$ cat config.mk
export PLATFORM = sky130hd
export DESIGN_NAME = gpr_xfer_sequencer
export DESIGN_NICKNAME = d
export VERILOG_FILES = /design/src/rtl/gpr_xfer_sequencer.sv
export SDC_FILE = /design/constraint.sdc
export NUM_CORES = 1
export LEC_CHECK = 0
export CAP_MARGIN = 0
export CORE_UTILIZATION = 40
export CTS_CLUSTER_SIZE = 14
export DETAILED_ROUTE_END_ITERATION = 7
export PLACE_DENSITY = 0.82
export RECOVER_POWER = 100
export SLEW_MARGIN = 10
export SYNTH_ARGS = -nofsm -noshare
export SYNTH_HDL_FRONTEND = slang
export SYNTH_SLANG_ARGS = --single-unit
$ cat constraint.sdc
create_clock -name clk -period 2.46 [get_ports clk]
set_input_delay 0.492 -clock clk [delete_from_list [all_inputs] [get_ports clk]]
set_output_delay 0.492 -clock clk [all_outputs]
set_load 0.02 [all_outputs]
$ cat src/rtl/gpr_xfer_sequencer.sv
// Register-transfer sequencer for R0-R15: accepts one MOV/LDI/SWAP/ZERO command
// at a time and expands it into per-cycle GRin/GRout/BAout/T/IMM bus strobes.
module gpr_xfer_sequencer #(
  parameter int DATA_W = 32
) (
  input  logic              clk,
  input  logic              clear,
  input  logic              cmd_valid,
  output logic              cmd_ready,
  input  logic [1:0]        cmd_op,
  input  logic [3:0]        cmd_ra,
  input  logic [3:0]        cmd_rb,
  input  logic [DATA_W-1:0] cmd_imm,
  output logic [15:0]       GRin,
  output logic [15:0]       GRout,
  output logic              BAout,
  output logic              Tout,
  output logic              Tin,
  output logic              IMMout,
  output logic [DATA_W-1:0] imm_data,
  output logic              busy,
  output logic              done
);

  localparam logic [2:0] S_IDLE = 3'd0;
  localparam logic [2:0] S_X1   = 3'd1;
  localparam logic [2:0] S_X2   = 3'd2;
  localparam logic [2:0] S_X3   = 3'd3;
  localparam logic [2:0] S_DONE = 3'd4;

  localparam logic [1:0] OP_MOV  = 2'b00;
  localparam logic [1:0] OP_LDI  = 2'b01;
  localparam logic [1:0] OP_SWAP = 2'b10;
  localparam logic [1:0] OP_ZERO = 2'b11;

  logic [2:0]        state;
  logic [1:0]        op_q;
  logic [3:0]        ra_q;
  logic [3:0]        rb_q;
  logic [DATA_W-1:0] imm_q;
  logic              accept;

  function automatic logic [15:0] onehot16(input logic [3:0] idx);
    onehot16 = 16'h0001 << idx;
  endfunction

  assign cmd_ready = (state == S_IDLE) && !clear;
  assign accept    = cmd_valid && cmd_ready;

  // Command capture and sequencing; clear aborts any command in flight
  always_ff @(posedge clk) begin
    if (clear) begin
      state <= S_IDLE;
      op_q  <= '0;
      ra_q  <= '0;
      rb_q  <= '0;
      imm_q <= '0;
    end else begin
      case (state)
        S_IDLE: begin
          if (accept) begin
            op_q  <= cmd_op;
            ra_q  <= cmd_ra;
            rb_q  <= cmd_rb;
            imm_q <= cmd_imm;
            if (cmd_op == OP_SWAP && cmd_ra == cmd_rb) state <= S_DONE;
            else                                       state <= S_X1;
          end
        end
        S_X1:    state <= (op_q == OP_SWAP) ? S_X2 : S_DONE;
        S_X2:    state <= S_X3;
        S_X3:    state <= S_DONE;
        S_DONE:  state <= S_IDLE;
        default: state <= S_IDLE;
      endcase
    end
  end

  // Moore strobe decode; only SWAP reaches X2/X3
  always_comb begin
    GRin   = '0;
    GRout  = '0;
    BAout  = 1'b0;
    Tout   = 1'b0;
    Tin    = 1'b0;
    IMMout = 1'b0;
    case (state)
      S_X1: begin
        case (op_q)
          OP_MOV: begin
            GRout = onehot16(rb_q);
            GRin  = onehot16(ra_q);
          end
          OP_LDI: begin
            IMMout = 1'b1;
            GRin   = onehot16(ra_q);
          end
          OP_ZERO: begin
            GRout = 16'h0001;
            BAout = 1'b1;
            GRin  = onehot16(ra_q);
          end
          default: begin
            GRout = onehot16(ra_q);
            Tin   = 1'b1;
          end
        endcase
      end
      S_X2: begin
        GRout = onehot16(rb_q);
        GRin  = onehot16(ra_q);
      end
      S_X3: begin
        Tout = 1'b1;
        GRin = onehot16(rb_q);
      end
      default: ;
    endcase
  end

  assign imm_data = imm_q;
  assign busy     = (state != S_IDLE);
  assign done     = (state == S_DONE);

endmodule
== Yosys cells after proc, flatten, opt, wreduce, memory -nomap -nowiden ==
Index checks and enable logic that the tools add are counted.

* Register bits after elaboration: 45

* Eq/ne operators: 10
* Multiplexer cells: 15
* Reduce and logical (&&, ||, !) cells: 9
* Shifts and indexed selects: 2

{| class="wikitable"
|+ Operators with widths
! kind !! number
|-
| $pmux 16 s3 || 2
|-
| $pmux 16 s2 || 1
|-
| $shl 1x4->16 const A || 2
|-
| $mux 16 || 1
|-
| $pmux 3 s4 || 1
|-
| $mux 3 || 3
|-
| $mux 1 || 7
|-
| $eq 2x2->1 const B || 3
|-
| $eq 3x2->1 const B || 2
|-
| $eq 4x4->1 || 1
|-
| $eq 3x1->1 const B || 1
|-
| $eq 3x3->1 const B || 1
|-
| $logic_and 1x1->1 || 3
|-
| $logic_not 3->1 || 1
|-
| $reduce_bool 3->1 || 1
|-
| $reduce_or 3->1 || 1
|-
| $eq 2x1->1 const B || 1
|-
| $logic_not 2->1 || 1
|-
| $ne 2x2->1 const B || 1
|-
| $reduce_and 2->1 || 1
|-
| $logic_not 1->1 || 1
|}

== Logic depth before layout (Yosys ltp) ==
Gate-level depths: netlist (run 1).

* Depth in word-level cells: 5
* Depth in mapped cells: 7
* Gate-level depth less buffers: 4

== Least setup slack after synthesis (run 1) ==
OpenSTA, ideal clock, no wires.

* Kind: flip-flop to output port
* Start point: register state[1]
* End point: output port GRout[9]
* Stages on the path, launching flop included: 5
* Arrival: 2.043 ns
* Buffers on the path: 0
* Path slack: -0.075 ns
* Cell sequence: dfxtp_1 nand2b_2 nor3_1 nand3_1 o32ai_1

* Word-level cells in the longest chain between the ends: 2

{| class="wikitable"
|+ RTL lines
! item !! RTL line !! text
|-
| from (decl) || 36 || <nowiki>logic [2:0] state;</nowiki>
|-
| from (signal assigned) || 70 || <nowiki>S_X1: state <= (op_q == OP_SWAP) ? S_X2 : S_DONE;</nowiki>
|-
| $eq 3x2->1 / $eq 3x1->1 (equally long branches) || 87 || <nowiki>case (state)</nowiki>
|-
| $pmux 16 s2 (*) || 87 ||
|-
| to (decl) || 15 || <nowiki>output logic [15:0] GRout,</nowiki>
|}

Every way passes the cells marked *; elsewhere a longest branch is shown, timed or not.

== Final worst setup path (run 1) ==
* Start point: register state[1]
* End point: output port GRin[15]

* Word-level cells in the longest chain between the ends: 2

{| class="wikitable"
|+ RTL lines
! item !! RTL line !! text
|-
| $eq 3x2->1 / $eq 3x1->1 (equally long branches) || 87 ||
|-
| $pmux 16 s3 (*) || 87 ||
|-
| to (decl) || 14 || <nowiki>output logic [15:0] GRin,</nowiki>
|}

Marks and branches as above.

==> qor.yml, run 1 <==
clock_tree:
  h-tree-depth: 2
  hold_buffers: 0
  cts_sinks: 45
  cts_setup_buffers: 0
  clk_latency_ns: 0.29
  cts_buffers: 5
  clk_pin_slew_ns: 0.09
  clockBufferDepth: 2
  cts_tree: "done"
  cts-root-buf: "clkbuf_8"
power:
  pwr-share-comb: 0.290
  powerDensity_mw_per_mm2: 531
  seq_power_share: 0.424
  p_int_w: 0.00140
  leakage_nw: 1.69
  pwr-share-clk: 0.287
  switching_share: 0.297
  ir_drop_uv: 322
  switchingPower_w: 0.000593
routing:
  first_pass_iters: 5
  drc: 0
  wl_um: 7340
  avgViaCountPerCell: 5.29
  wl_per_cell_um: 14.6
  drt_iter0_markers: 232
  antenna_left: 0
  via_count: 2660
sta:
  fin_tns_setup_ns: -0.00817
  clock.fmax_mhz: 405
  rsz0062_at_grt: "yes"
  fin_crit_ns: 2.47
  clock-skew-final_ns: 0.00946
  setup_viol: 1
  drv_slew: 0
  finalWorstSetupSlack_ns: -0.00817
  fin_crit_sh: 1.00
  worst_pin_slew_ns: 0.643
  relSlewSlack: 0.571
  final-hold-violation-count: 0
floorplanning:
  chipWidth_um: 77.8
  fp.dieH_um: 77.8
  row_count: 27
  core_mm2: 0.00551
  ios: 116
  die_area_mm2: 0.00605
  start_util: 0.417
global_routing:
  gr-total-overflow: 0
  grtUsageTotal: 0.243
  antenna_found_initial: 0
  grt_max_degree: 44
  grt_pass1_vias: 2576
  grt_pass1_wl_um: 11900
placed_design:
  dp_hpwl_um: 5290
  io_buffers: 115
  place_congestion: 0.910
  dp_slack_ns: -0.182
synthesis:
  synth_top_area_cell: "dfxtp_1"
  synth.ff_latch_count: 45
  synth_area_per_cell_um2: 7.66
  yosysUniqueCellTypes: 38
  synth_nets: 345
  netlist_area_mm2: 0.00230
  netlist_top_cells_area: "dfxtp_1 (39%), nand2_1 (14%), nand3b_1 (14%)"
  seq_area_frac_synth: 0.392
  yosysTopAreaCellShare: 0.392
  synth_flop_cell: "dfxtp_1"
  ys_async_sr_fraction: 0
  netlist_top_cells_count: "nand2_1 (88), dfxtp_1 (45), nand3b_1 (42), o22ai_1 (29), clkbuf_1 (11)"
  yosysMostFrequentCell: "nand2_1"
  synth-edff-count: 0
  yosysWarnings: 0
  syn_inst: 300
worst_setup_path:
  critPathMaxStageDelay_ns: 0.43
  crit_chain: "nand2b_2, o21ai_4, or3b_4, o22ai_1, clkdlybuf4s15_2"
  crit_arrival_ns: 1.98
  cp_slowest_cell: "or3b_4"
  cp-end-kind: "primary output"
  crit_required_ns: 1.97
  crit_type: "register to primary output"
  crit_fanout: 5
  setup.worst_path.start_class: "register"
outcome:
  violations: "negative setup slack"
  status: "complete, but fails checks"
finish:
  antenna_cells: 0
  synthToLayoutAreaGrowth_pct: 63.9
  drive_gt1_frac: 0.223
  nNetsFinal: 475
flow_run:
  max_cap_violations: 0
min_path:
  hold_class: "register to register"
-- critical path, delay by kind of cell, from the launching register on --
kind | cells | cell delay (ns)
flops | 1 | 0.35
compound gates | 2 | 0.39
buf+inv | 1 | 0.29
simple gates | 2 | 0.65
-- cell type report --
type                            count  area, um^2
Inverter                            7        26.3
Fill cell                         465        1740
Multi-Input combinational cell    229        1390
Clock buffer                        7        86.3
Tap cell                           72        90.1
Timing Repair Buffer              142        1240
Sequential cell                    45         906
Clock inverter                      1        30.0
-- registers in the layout, summed over array words and instances (netlist names) --
signal,count
state,3
rb_q,4
ra_q,4
op_q,2
imm_data,32
-- per-layer routing --
metal	up-vias	wire [um]	track usage
met5	-	0	0
met4	0	93	0.0660
met3	13	513	0.0553
met2	126	3630	0.434
met1	1218	3110	0.289
li1	1303	-	-
-- repair_timing --
| action | CTS | global route |
|---|---|---|
| resized for setup | 133 | 39 |
| hold endpoints to repair | 0 | 0 |
| gates cloned | 0 | 0 |
| setup endpoints to repair | 35 | 29 |
-- per-stage QoR --
| step | hold slack, ns | total power [W] | std cells | area [um^2] | util |
|---|---|---|---|---|---|
| 6_report | 0.471 | 0.00200 | 503 | 3770 | 0.684 |
| 5_1_grt | 0.497 | 0.00209 | 503 | 3770 | 0.684 |
| 4_1_cts | 0.477 | 0.00202 | 503 | 3730 | 0.678 |
| 3_5_place_dp | 0.461 | 0.00144 | 495 | 3670 | 0.667 |
| 3_3_place_gp | 0.458 | 0.00143 | 495 | 3670 | 0.667 |
| 2_1_floorplan | 0.496 | 0.00114 | 300 | 2300 | - |
-- cells by family after synthesis --
group / share of synthesized area
DFF: 0.392
xor gates and xnor gates: 0.00381
buffers and inverters: 0.0496
and+or+nand+nor: 0.421
AOI/OAI and AO/OA: 0.133
-- cell usage in the layout, fill, tap and decap left out, drive strengths merged, types with 3 or more instances in the layout --
| master | Yosys | layout |
|---|---|---|
| nand2 | 88 | 88 |
| clkdlybuf4s50 | 0 | 44 |
| o22ai | 29 | 29 |
| nand2b | 10 | 10 |
| o21a | 3 | 3 |
| nand3 | 6 | 6 |
| nand3b | 42 | 42 |
| nor3 | 3 | 3 |
| buf | 8 | 55 |
| or3b | 4 | 4 |
| inv | 7 | 7 |
| dlygate4sd2 | 0 | 3 |
| dlygate4sd3 | 0 | 34 |
| nor2b | 5 | 5 |
| nor2 | 6 | 6 |
| o21ai | 9 | 9 |
| or3 | 3 | 3 |
| clkbuf | 11 | 11 |
| dfxtp | 45 | 45 |
-- worst paths after layout --
check	start	endpoint	slack (ns)	cells past startpoint
worst max register to register	state[2]	op_q[1]	0.80	7
worst min-delay path	imm_data[7]	imm_data[7]	0.47	2
worst max-delay path	state[1]	GRin[15]	-0.008	5
worst min register to register	imm_data[7]	imm_data[7]	0.47	2
-- power by group through the flow --
stage          combinational [W]  sequential, W  clock [W]
2_1_floorplan           0.000226       0.000912          0
3_3_place_gp            0.000572       0.000856          0
3_5_place_dp            0.000579       0.000861          0
4_1_cts                 0.000583       0.000846   0.000587
5_1_grt                 0.000620       0.000856   0.000618
6_report                0.000579       0.000847   0.000573
Note: power is estimated with default switching activity, not from simulation.
==> inputs of run 2 (changes only) <==
==> constraint.sdc (replaced) <==
create_clock -name clk -period 2.46 [get_ports clk]
set_input_delay 0.492 -clock clk [delete_from_list [all_inputs] [get_ports clk]]
set_output_delay 0.492 -clock clk [all_outputs]
set_load 0.1 [all_outputs]
==> run 2 against run 1 <==
Net effect: the flow still finishes with violations (negative setup slack); sequential share of layout area shrank 4.1 points; register-to-register slack worse by 0.56 ns; clock power fell by 3%; global-route usage grew 6.7 points; combinational power rose by 88%; critical path type unchanged; critical endpoint is now GRout[8].
==> qor.yml, run 2 (synthesized netlist as in run 1, its figures left out) <==
outcome:
  status: "complete, but fails checks"
  violations: "negative setup slack"
placed_design:
  io_buffers: 115  # unchanged
  place_congestion: 0.853  # -6.2%
  dp_hpwl_um: 6520  # +23%
global_routing:
  grt_pass1_vias: 2987  # +16%
  grtUsageTotal: 0.309  # +0.0665
  grt_pass1_wl_um: 14700  # +24%
  grt_max_degree: 44  # unchanged
  gr-total-overflow: 0  # unchanged
  antenna_found_initial: 0  # unchanged
floorplanning:
  ios: 116  # unchanged
  fp.dieH_um: 77.8  # unchanged
  core_mm2: 0.00551  # unchanged
  chipWidth_um: 77.8  # unchanged
  die_area_mm2: 0.00605  # unchanged
  start_util: 0.417  # unchanged
  row_count: 27  # unchanged
sta:
  setup_viol: 21  # +20
  clock.fmax_mhz: 387  # -4.6%
  relSlewSlack: 0.196  # -0.375
  worst_pin_slew_ns: 1.21  # +0.568 ns
  rsz0062_at_grt: "yes"
  fin_crit_ns: 2.59  # +0.119 ns
  fin_crit_sh: 1.05  # +0.0483
  clock-skew-final_ns: 0.0130  # +0.00359 ns
  final-hold-violation-count: 0  # unchanged
  whs_ns: 0.481  # +0.00984 ns
  drv_slew: 0  # unchanged
  finalWorstSetupSlack_ns: -0.127  # -0.119 ns
worst_setup_path:
  critPathMaxStageDelay_ns: 0.58  # +0.15 ns
  path_buf_inv: 3  # +2
  r2r_start: "state[2]"
  rrSetupSlack_ns: 0.24  # -0.56 ns
  rr_endpoint: "op_q[1]"
  crit_fanout: 5  # unchanged
  cp_top_family: "simple AND/OR/NAND/NOR gates"
  cp-end-kind: "primary output"
  crit_end: "GRout[8]"
  crit_type: "register to primary output"
  crit_arrival_ns: 2.09  # +0.11 ns
  cp.depth: 7  # +2
  crit_chain: "or4b_4, o21ai_4, buf_4, buf_4, nand3_1, o21ai_4, buf_12"
  r2r_cells: 6  # -1
  cp_slowest_cell: "or4b_4"
  setup.worst_path.start_class: "register"
  crit_required_ns: 1.97  # about the same
  startpoint: "state[2]"
finish:
  multi_input_area_mm2: 0.00188  # +35%
  final_common_cell: "nand2_1"
  largest_reg_flops: 32  # unchanged
  n_fill_cell: 309  # -34%
  synthToLayoutAreaGrowth_pct: 99.2
  seq_area_um2: 915  # +0.97%
  antenna_cells: 0  # unchanged
  nNetsFinal: 479  # +0.84%
  drive_gt1_frac: 0.349  # +0.127
  layout_common_cells: "nand2_1 (80), clkdlybuf4s50_1 (43), nand3b_1 (42)"
power:
  powerDensity_mw_per_mm2: 548  # +3.3%
  ir_drop_uv: 548  # +70%
  power_w: 0.00251  # +26%
  leakage_nw: 1.72  # +2.1%
routing:
  wl_per_cell_um: 18.5  # +27%
  wl_um: 9390  # +28%
  avgViaCountPerCell: 5.60  # +5.9%
  first_pass_iters: 6  # +1
  drc: 0  # unchanged
  via_count: 2839  # +6.7%
  antenna_left: 0  # unchanged
  drt_iter0_markers: 148  # -36%
min_path:
  hold_class: "register to register"
clock_tree:
  cts_tree: "done"
  clk_pin_slew_ns: 0.09  # about the same
  hold_buffers: 0  # unchanged
  cts_buffers: 5  # unchanged
  cts_sinks: 45  # unchanged
  h-tree-depth: 2  # unchanged
  clk_latency_ns: 0.30  # about the same
  clockBufferDepth: 2  # unchanged
  cts-root-buf: "clkbuf_8"
flow_run:
  max_cap_violations: 0  # unchanged
[run 2: changes by cell type in the layout (fill, tap and decap cells not counted), sizes merged]
cell	previous run	this run
dlygate4sd2	3	0
buf	55	67
clkbuf	11	40
clkdlybuf4s15	2	0
clkinv	0	1
dlygate4sd3	34	1
clkdlybuf4s50	44	43
clkinvlp	0	1
[run 2: layout make-up]
class | instances | area share
Clock buffer | 5 | 0.0150
Inverter | 7 | 0.00656
Clock inverter | 3 | 0.00957
Multi-Input combinational cell | 229 | 0.411
Tap cell | 72 | 0.0197
Timing Repair Buffer | 146 | 0.339
Sequential cell | 45 | 0.200
[run 2: through the flow]
stage / TNS, ns / utilization / setup WS, ns / instances / instance area (um^2)
floorplan: -5.48 / - / -0.598 / 300 / 2860
global placement: 0 / 0.810 / 0.141 / 489 / 4460
detailed placement: 0 / 0.810 / 0.0939 / 489 / 4460
CTS: -0.746 / 0.846 / -0.0940 / 503 / 4660
global route: -4.24 / 0.831 / -0.180 / 507 / 4580
finish: -1.25 / 0.831 / -0.127 / 507 / 4580
[run 2: worst min-delay path by stage]
stage,from,to,depth (start not counted)
6_report,imm_data[19],imm_data[19],2
2_1_floorplan,op_q[0],op_q[0],2
3_3_place_gp,imm_data[9],imm_data[9],2
5_1_grt,imm_data[27],imm_data[27],2
4_1_cts,imm_data[5],imm_data[5],2
3_5_place_dp,imm_data[1],imm_data[1],2
[run 2: worst min-delay path: stages, from the launching register on]
cell	delay [ns]
dfxtp_1	0.32
nand3b_1	0.08
nand2_1	0.05
[run 2: timing repair]
item	CTS	global route
setup buffers	6	4
cloned	0	0
endpoints found under the setup margin	30	28
gates resized for setup	14	8
pin swaps	13	5
[run 2: power by group]
group          switching (W)  internal, W
Clock               0.000254     0.000304
Combinational       0.000785     0.000300
Sequential         0.0000687     0.000796
[run 2: routing by layer]
metal	routed length [um]	part of all wire	global-route usage
met3	723	0.077	0.0776
met1	3400	0.36	0.338
met4	294	0.031	0.142
met5	0	0	0
met2	4960	0.53	0.557
